$ cat config.mk
export PLATFORM = sky130hd
export DESIGN_NAME = gcd_operand_sequencer
export DESIGN_NICKNAME = d
export VERILOG_FILES = /design/src/rtl/gcd_seq_pkg.sv /design/src/rtl/gcd_seq_timer.sv /design/src/rtl/gcd_operand_sequencer.sv
export SDC_FILE = /design/constraint.sdc
export NUM_CORES = 1
export LEC_CHECK = 0
export CAP_MARGIN = 15
export CELL_PAD_IN_SITES_DETAIL_PLACEMENT = 0
export CELL_PAD_IN_SITES_GLOBAL_PLACEMENT = 1
export CORE_ASPECT_RATIO = 1.2
export CORE_MARGIN = 2
export CORE_UTILIZATION = 42
export DETAILED_ROUTE_END_ITERATION = 10
export PLACE_DENSITY_LB_ADDON = 0.1
export SLEW_MARGIN = 10
export SYNTH_ARGS = -nofsm -noshare
export SYNTH_HDL_FRONTEND = slang
export SYNTH_SLANG_ARGS = --single-unit
$ cat constraint.sdc
create_clock -name clk -period 2.4 [get_ports clk]
set_input_delay 0.24 -clock clk [delete_from_list [all_inputs] [get_ports clk]]
set_output_delay 0.24 -clock clk [all_outputs]
set_load 0.01 [all_outputs]
$ cat src/rtl/gcd_seq_pkg.sv
// Shared state encoding, sizing constants and the operand pair table for the GCD operand sequencer.
package gcd_seq_pkg;

    localparam int GCD_SEQ_DEPTH   = 8;
    localparam int GCD_SEQ_IDX_W   = 3;
    localparam int GCD_SEQ_TIMER_W = 16;

    typedef enum logic [3:0] {
        S_IDLE,
        S_SETUP_A,
        S_PRESS_A,
        S_REL_A,
        S_SETUP_B,
        S_PRESS_B,
        S_REL_B,
        S_WAIT_RES,
        S_CAPTURE,
        S_SETTLE,
        S_DONE
    } gcd_seq_state_t;

    typedef struct packed {
        logic [7:0] a;
        logic [7:0] b;
        logic [7:0] expected;
    } gcd_seq_pair_t;

    // Expected values use the calculator's magnitude view of operands with bit 7 set.
    localparam gcd_seq_pair_t GCD_SEQ_TABLE [GCD_SEQ_DEPTH] = '{
        '{8'd48,  8'd18, 8'd6},
        '{8'd17,  8'd5,  8'd1},
        '{8'd100, 8'd75, 8'd25},
        '{8'd0,   8'd9,  8'd9},
        '{8'hF6,  8'd4,  8'd2},
        '{8'hFF,  8'd7,  8'd1},
        '{8'h80,  8'd64, 8'd64},
        '{8'd12,  8'd12, 8'd12}
    };

endpackage

$ cat src/rtl/gcd_seq_timer.sv
// Loadable down-counter with a zero flag; one instance times every GAP, PRESS and TIMEOUT interval.
module gcd_seq_timer
    import gcd_seq_pkg::*;
#(
    parameter int WIDTH = GCD_SEQ_TIMER_W
) (
    input  logic             clk,
    input  logic             rst_n,
    input  logic             i_load,
    input  logic [WIDTH-1:0] i_value,
    output logic             o_zero
);

    logic [WIDTH-1:0] r_count;

    always_ff @(posedge clk or negedge rst_n) begin
        if (!rst_n) begin
            r_count <= '0;
        end else if (i_load) begin
            r_count <= i_value;
        end else if (r_count != '0) begin
            r_count <= r_count - 1'b1;
        end
    end

    assign o_zero = (r_count == '0);

endmodule

$ cat src/rtl/gcd_operand_sequencer.sv
// Autonomous two-press operand-entry initiator driving the GCD calculator from a constant pair table.
// Build option: define GCD_SEQ_SELFCHECK_EN to compare each captured result against the table.
module gcd_operand_sequencer
    import gcd_seq_pkg::*;
#(
    parameter int NUM_PAIRS      = 8,
    parameter int PRESS_CYCLES   = 4,
    parameter int GAP_CYCLES     = 4,
    parameter int TIMEOUT_CYCLES = 1024
) (
    input  logic                         clk,
    input  logic                         rst_n,
    input  logic                         start,
    input  logic [7:0]                   result,
    output logic [7:0]                   num_out,
    output logic                         btn_out,
    output logic                         busy,
    output logic                         done,
    output logic [$clog2(NUM_PAIRS)-1:0] pair_idx,
    output logic [7:0]                   last_result,
    output logic [7:0]                   pass_count,
    output logic                         fail,
    output logic                         timeout
);

    localparam int IDX_W = $clog2(NUM_PAIRS);
    localparam int TW    = GCD_SEQ_TIMER_W;
    localparam logic [IDX_W-1:0] LAST_IDX     = IDX_W'(NUM_PAIRS - 1);
    localparam logic [TW-1:0]    GAP_LOAD     = TW'(GAP_CYCLES - 1);
    localparam logic [TW-1:0]    PRESS_LOAD   = TW'(PRESS_CYCLES - 1);
    localparam logic [TW-1:0]    TIMEOUT_LOAD = TW'(TIMEOUT_CYCLES - 1);

    gcd_seq_state_t           r_state;
    logic [IDX_W-1:0]         r_pairIdx;
    logic [7:0]               r_numOut;
    logic [7:0]               r_lastResult;
    logic [7:0]               r_passCount;
    logic                     r_btnOut;
    logic                     r_busy;
    logic                     r_done;
    logic                     r_timeout;
    logic [GCD_SEQ_IDX_W-1:0] w_tblIdx;
    logic [GCD_SEQ_IDX_W-1:0] w_nextIdx;
    logic                     w_timerLoad;
    logic [TW-1:0]            w_timerValue;
    logic                     w_timerZero;

    assign w_tblIdx  = GCD_SEQ_IDX_W'(r_pairIdx);
    assign w_nextIdx = w_tblIdx + 1'b1;

`ifdef GCD_SEQ_SELFCHECK_EN
    logic       r_fail;
    logic [7:0] w_expected;
    assign w_expected = GCD_SEQ_TABLE[w_tblIdx].expected;
    assign fail       = r_fail;
`else
    assign fail       = 1'b0;
`endif

    gcd_seq_timer #(.WIDTH(TW)) u_timer (
        .clk     (clk),
        .rst_n   (rst_n),
        .i_load  (w_timerLoad),
        .i_value (w_timerValue),
        .o_zero  (w_timerZero)
    );

    // The timer is reloaded on the edge that leaves a state, with the length of the state being entered.
    always_comb begin
        w_timerLoad  = 1'b0;
        w_timerValue = GAP_LOAD;
        case (r_state)
            S_IDLE, S_DONE:       w_timerLoad = start;
            S_SETUP_A, S_SETUP_B: begin
                w_timerLoad  = w_timerZero;
                w_timerValue = PRESS_LOAD;
            end
            S_PRESS_A, S_REL_A,
            S_PRESS_B, S_SETTLE:  w_timerLoad = w_timerZero;
            S_REL_B: begin
                w_timerLoad  = w_timerZero;
                w_timerValue = TIMEOUT_LOAD;
            end
            S_CAPTURE:            w_timerLoad = 1'b1;
            default:              w_timerLoad = 1'b0;
        endcase
    end

    always_ff @(posedge clk or negedge rst_n) begin
        if (!rst_n) begin
            r_state      <= S_IDLE;
            r_pairIdx    <= '0;
            r_numOut     <= 8'd0;
            r_lastResult <= 8'd0;
            r_passCount  <= 8'd0;
            r_btnOut     <= 1'b0;
            r_busy       <= 1'b0;
            r_done       <= 1'b0;
            r_timeout    <= 1'b0;
`ifdef GCD_SEQ_SELFCHECK_EN
            r_fail       <= 1'b0;
`endif
        end else begin
            case (r_state)
                S_IDLE, S_DONE: begin
                    if (start) begin
                        r_state      <= S_SETUP_A;
                        r_pairIdx    <= '0;
                        r_numOut     <= GCD_SEQ_TABLE[0].a;
                        r_lastResult <= 8'd0;
                        r_passCount  <= 8'd0;
                        r_timeout    <= 1'b0;
                        r_busy       <= 1'b1;
                        r_done       <= 1'b0;
`ifdef GCD_SEQ_SELFCHECK_EN
                        r_fail       <= 1'b0;
`endif
                    end
                end
                S_SETUP_A: if (w_timerZero) begin
                    r_state  <= S_PRESS_A;
                    r_btnOut <= 1'b1;
                end
                S_PRESS_A: if (w_timerZero) begin
                    r_state  <= S_REL_A;
                    r_btnOut <= 1'b0;
                end
                S_REL_A: if (w_timerZero) begin
                    r_state  <= S_SETUP_B;
                    r_numOut <= GCD_SEQ_TABLE[w_tblIdx].b;
                end
                S_SETUP_B: if (w_timerZero) begin
                    r_state  <= S_PRESS_B;
                    r_btnOut <= 1'b1;
                end
                S_PRESS_B: if (w_timerZero) begin
                    r_state  <= S_REL_B;
                    r_btnOut <= 1'b0;
                end
                S_REL_B: if (w_timerZero) begin
                    r_state <= S_WAIT_RES;
                end
                // An expired wait aborts the whole run; the calculator needs its own reset afterwards.
                S_WAIT_RES: begin
                    if (result != 8'd0) begin
                        r_state <= S_CAPTURE;
                    end else if (w_timerZero) begin
                        r_state   <= S_DONE;
                        r_timeout <= 1'b1;
                        r_busy    <= 1'b0;
                        r_done    <= 1'b1;
                    end
                end
                S_CAPTURE: begin
                    r_state      <= S_SETTLE;
                    r_lastResult <= result;
`ifdef GCD_SEQ_SELFCHECK_EN
                    if (result == w_expected) begin
                        if (r_passCount != 8'hFF) r_passCount <= r_passCount + 8'd1;
                    end else begin
                        r_fail <= 1'b1;
                    end
`else
                    if (r_passCount != 8'hFF) r_passCount <= r_passCount + 8'd1;
`endif
                end
                S_SETTLE: if (w_timerZero) begin
                    if (r_pairIdx == LAST_IDX) begin
                        r_state <= S_DONE;
                        r_busy  <= 1'b0;
                        r_done  <= 1'b1;
                    end else begin
                        r_state   <= S_SETUP_A;
                        r_pairIdx <= r_pairIdx + 1'b1;
                        r_numOut  <= GCD_SEQ_TABLE[w_nextIdx].a;
                    end
                end
                default: begin
                    r_state  <= S_IDLE;
                    r_btnOut <= 1'b0;
                    r_busy   <= 1'b0;
                    r_done   <= 1'b0;
                end
            endcase
        end
    end

    assign num_out     = r_numOut;
    assign btn_out     = r_btnOut;
    assign busy        = r_busy;
    assign done        = r_done;
    assign pair_idx    = r_pairIdx;
    assign last_result = r_lastResult;
    assign pass_count  = r_passCount;
    assign timeout     = r_timeout;

endmodule

==> out/results.tsv <==
stage	metric	value	unit
outcome	status	finished, final reports clean	
job	max-cap viol count	0	
setup_path	crit-path max FO	8	
timing	endpoints failing setup	0	
timing	Clock Skews	5.297	ps
timing	final worst-path cycle share	0.9169	
yosys	post-synthesis mux area share	0.04412	
setup_path	R2R cell count	5	
setup_path	R2R Setup Slk	200	ps
finish	final core utilization	0.5440	
detailed_routing	Detailed Routing Iterations Pass 1	4	
detailed_routing	initial drt markers	98	
yosys	synthesized area	0.002978	sq mm
yosys	cell with the most instances after synthesis	dfrtp_1	
place	placed cell areas	0.003611	sq mm
clock_network	CTS clk-pin slew, worst paths	90	ps
yosys	top post-synthesis cells by area	dfrtp_1, ha_1, o21ai_0	
timing	Final min period	2201	ps
floorplanning	Die Width	80.87	um
floorplanning	chip height	96.24	um
global_route	wire length of the first global-routing pass	11.54	mm
timing	pins over their slew limit	0	
detailed_routing	top sig layer	met4	
place	DP HPWL	4.762	mm
finish	Net count, final	388	
timing	RSZ-0062 raised after global routing	no	
yosys	post-synth net total	333	
power	Pwr per Cell Area	426.4	mW/mm^2
global_route	total grt overflow	0	
detailed_routing	via count	2474	
floorplanning	Core Region	0.006854	sq mm
setup_path	Crit Path Category	reg -> reg	
yosys	post-synth top area share	0.4286	
power	Pleak	1.609	nW
global_route	initial antenna violation count	0	
detailed_routing	wire length per cell	14.56	um
yosys	simple-gate share of the synthesized area	0.1836	
setup_path	CP required	2590	ps
clock_network	CTS resizes	0	
clock_network	clock latency on the worst-skew pair	300	ps
timing	Final TNS setup	0	ps
global_route	Tot GR Track Use	0.1880	
detailed_routing	drt total wl	6.611	mm
yosys	Netlist cell types	57	
timing	endpoints failing hold	0	
floorplanning	Starting Density	0.4345	
finish	Antenna Cells	0	
yosys	Synth Instances	311	
yosys	async set-reset flop share out of synthesis	1.000	
yosys	cell taking the most area after synthesis	dfrtp_1	
floorplanning	num ports	43	
clock_network	TritonCTS Buffers	5	
clock_network	clock tree sinks	51	
yosys	top cells by count, synth	dfrtp_1, nor2_1, o21ai_0	
finish	Area Overhead vs Synth	25.21	%
setup_path	Reg-to-Reg End	num_out[6]	
detailed_routing	# DRC	0	
detailed_routing	WL met1	3.164	mm
setup_path	CP startpoint kind	register	
setup_path	Worst setup EP type	register	
yosys	Synth Area in Adders	0.04622	
yosys	Synth Area in Compound Gates	0.1895	
timing	measured slew at the worst slew-check pin	655.8	ps
yosys	Avg Cell Area, Syn	9.575	sq um
finish	share of cells above drive strength 1	0.1362	
setup_path	Reg-to-Reg Start	u_timer.r_count[12]	
detailed_routing	met3 routed WL	205	um
clock_network	Hold-fix buffers, CTS	0	
detailed_routing	wire length on met2	3.144	mm
yosys	YS warnings	0	
detailed_routing	vias per std cell	5.449	
clock_network	Root Driver	clkbuf_8	
clock_network	H-tree levels	2	
clock_network	post-CTS setup buffer count	0	
yosys	XOR/XNOR Fraction of Synth Area	0.06471	
clock_network	CTS tree	yes	
clock_network	CTS max path bufs	2	
global_route	vias in the first global route	2464	
timing	setup ws final	199.4	ps
place	port bufs	41	
min_path	worst hold path class	in -> async	
yosys	largest family of logic cells by synthesized area	compound AO/OA/AOI/OAI gates	
place	RD Place Congestion	0.8290	
yosys	Seq/Total Area, Yosys	0.4286	
yosys	number of synthesized register bits	51	
global_route	pin count of the biggest net entering global routing	52	
timing	Slew headroom	0.5628	
yosys	top_reg_cell synth	dfrtp_1	
timing	Fmax	454.4	MHz
power	VDD IR max	0.2183	mV
setup_path	Worst Path Arrival	2390	ps
floorplanning	row count	33	
place	dpl ws	207.7	ps
detailed_routing	DRT antenna net count	0	
finish	final instance area	0.003729	sq mm
floorplanning	die footprint	0.007782	sq mm
yosys	Post-synth EDFFs	0	
[metal layers]
| layer | vias up | GRT usage |
|---|---|---|
| li1 | 1234 | - |
| met3 | 8 | 0.03377 |
| met5 | - | 0 |
| met4 | 0 | 0.06356 |
| met1 | 1183 | 0.2531 |
| met2 | 49 | 0.3044 |
[cells in the final DEF, fill, tap and decap left out, types with 2 or more instances in the layout]
cell	Yosys	final
and2_1	2	2
a21oi_1	12	12
o2111ai_1	2	2
clkbuf_8	0	6
dfrtp_1	51	51
buf_4	1	23
clkdlybuf4s50_1	0	40
inv_1	12	12
nand2b_1	2	2
nand3b_1	3	3
a31oi_1	2	2
nand2_1	25	25
a211o_1	7	7
ha_1	11	11
or4_1	2	2
mux2_4	8	8
xor2_1	8	8
nand4_1	2	2
nand3_1	4	4
nor2_1	29	29
o211ai_1	4	4
a22o_1	12	12
a22oi_1	2	2
nor3_1	14	14
and3_1	2	2
a21o_1	3	3
nor4_1	6	6
nor3b_1	2	2
o21ai_0	26	26
or3_1	2	2
xnor2_1	14	14
[logic make-up (layout without fill, tap and decap cells)]
group	Yosys count	in the layout
XOR/XNOR	22	22
AO/OA/AOI/OAI	83	83
adder cells (fa/ha/maj)	11	11
AND/OR/NAND/NOR	105	105
flip-flops	51	51
other	1	1
multiplexers	9	9
buffers and inverters	29	85
[flip-flops by register name (all words and copies together) (netlist names)]
| signal | flops |
|---|---|
| pair_idx | 3 |
| u_timer.r_count | 16 |
| btn_out | 1 |
| pass_count | 8 |
| last_result | 8 |
| timeout | 1 |
| num_out | 8 |
| done | 1 |
| busy | 1 |
| r_state | 4 |
[stage by stage]
| step | std cells | power, mW | hold WS [ps] |
|---|---|---|---|
| after CTS | 454 | 1.622 | 60.21 |
| final | 454 | 1.590 | 23.18 |
| after global routing | 454 | 1.652 | 119.3 |
| after global placement | 446 | 0.9862 | 399.5 |
| after floorplan | 311 | 0.9312 | -55.59 |
| after detailed placement | 446 | 0.9870 | 401.7 |
[power breakdown]
group,internal [mW],switching [mW]
combinational,0.0492,0.0443
sequential,0.866,0.00779
clock,0.338,0.285
[cell type report]
class / instances / area [sq um]
Clock buffer: 6 / 82.58
Clock inverter: 2 / 35.03
Fill cell: 686 / 3126
Inverter: 12 / 45.04
Multi-Input combinational cell: 231 / 1583
Sequential cell: 51 / 1276
Tap cell: 87 / 108.9
Timing Repair Buffer: 65 / 598.1
[worst max-delay path by stage]
stage	from	to	slack, ps	cells after the start
finish	u_timer.r_count[12]	num_out[6]	200	5
detailed placement	u_timer.r_count[12]	num_out[0]	210	5
floorplan	u_timer.r_count[12]	num_out[0]	250	6
global placement	u_timer.r_count[12]	num_out[3]	230	5
CTS	u_timer.r_count[12]	num_out[0]	180	5
global route	u_timer.r_count[12]	u_timer.r_count[3]	80	6
[worst max-delay path, stage by stage (launching register included)]
cell and delay [ps]:
dfrtp_1 410, or4_4 580, nor4_4 230, nand2_4 80
a211o_1 440, mux2_4 360
Note: power is estimated with default switching activity, not from simulation.
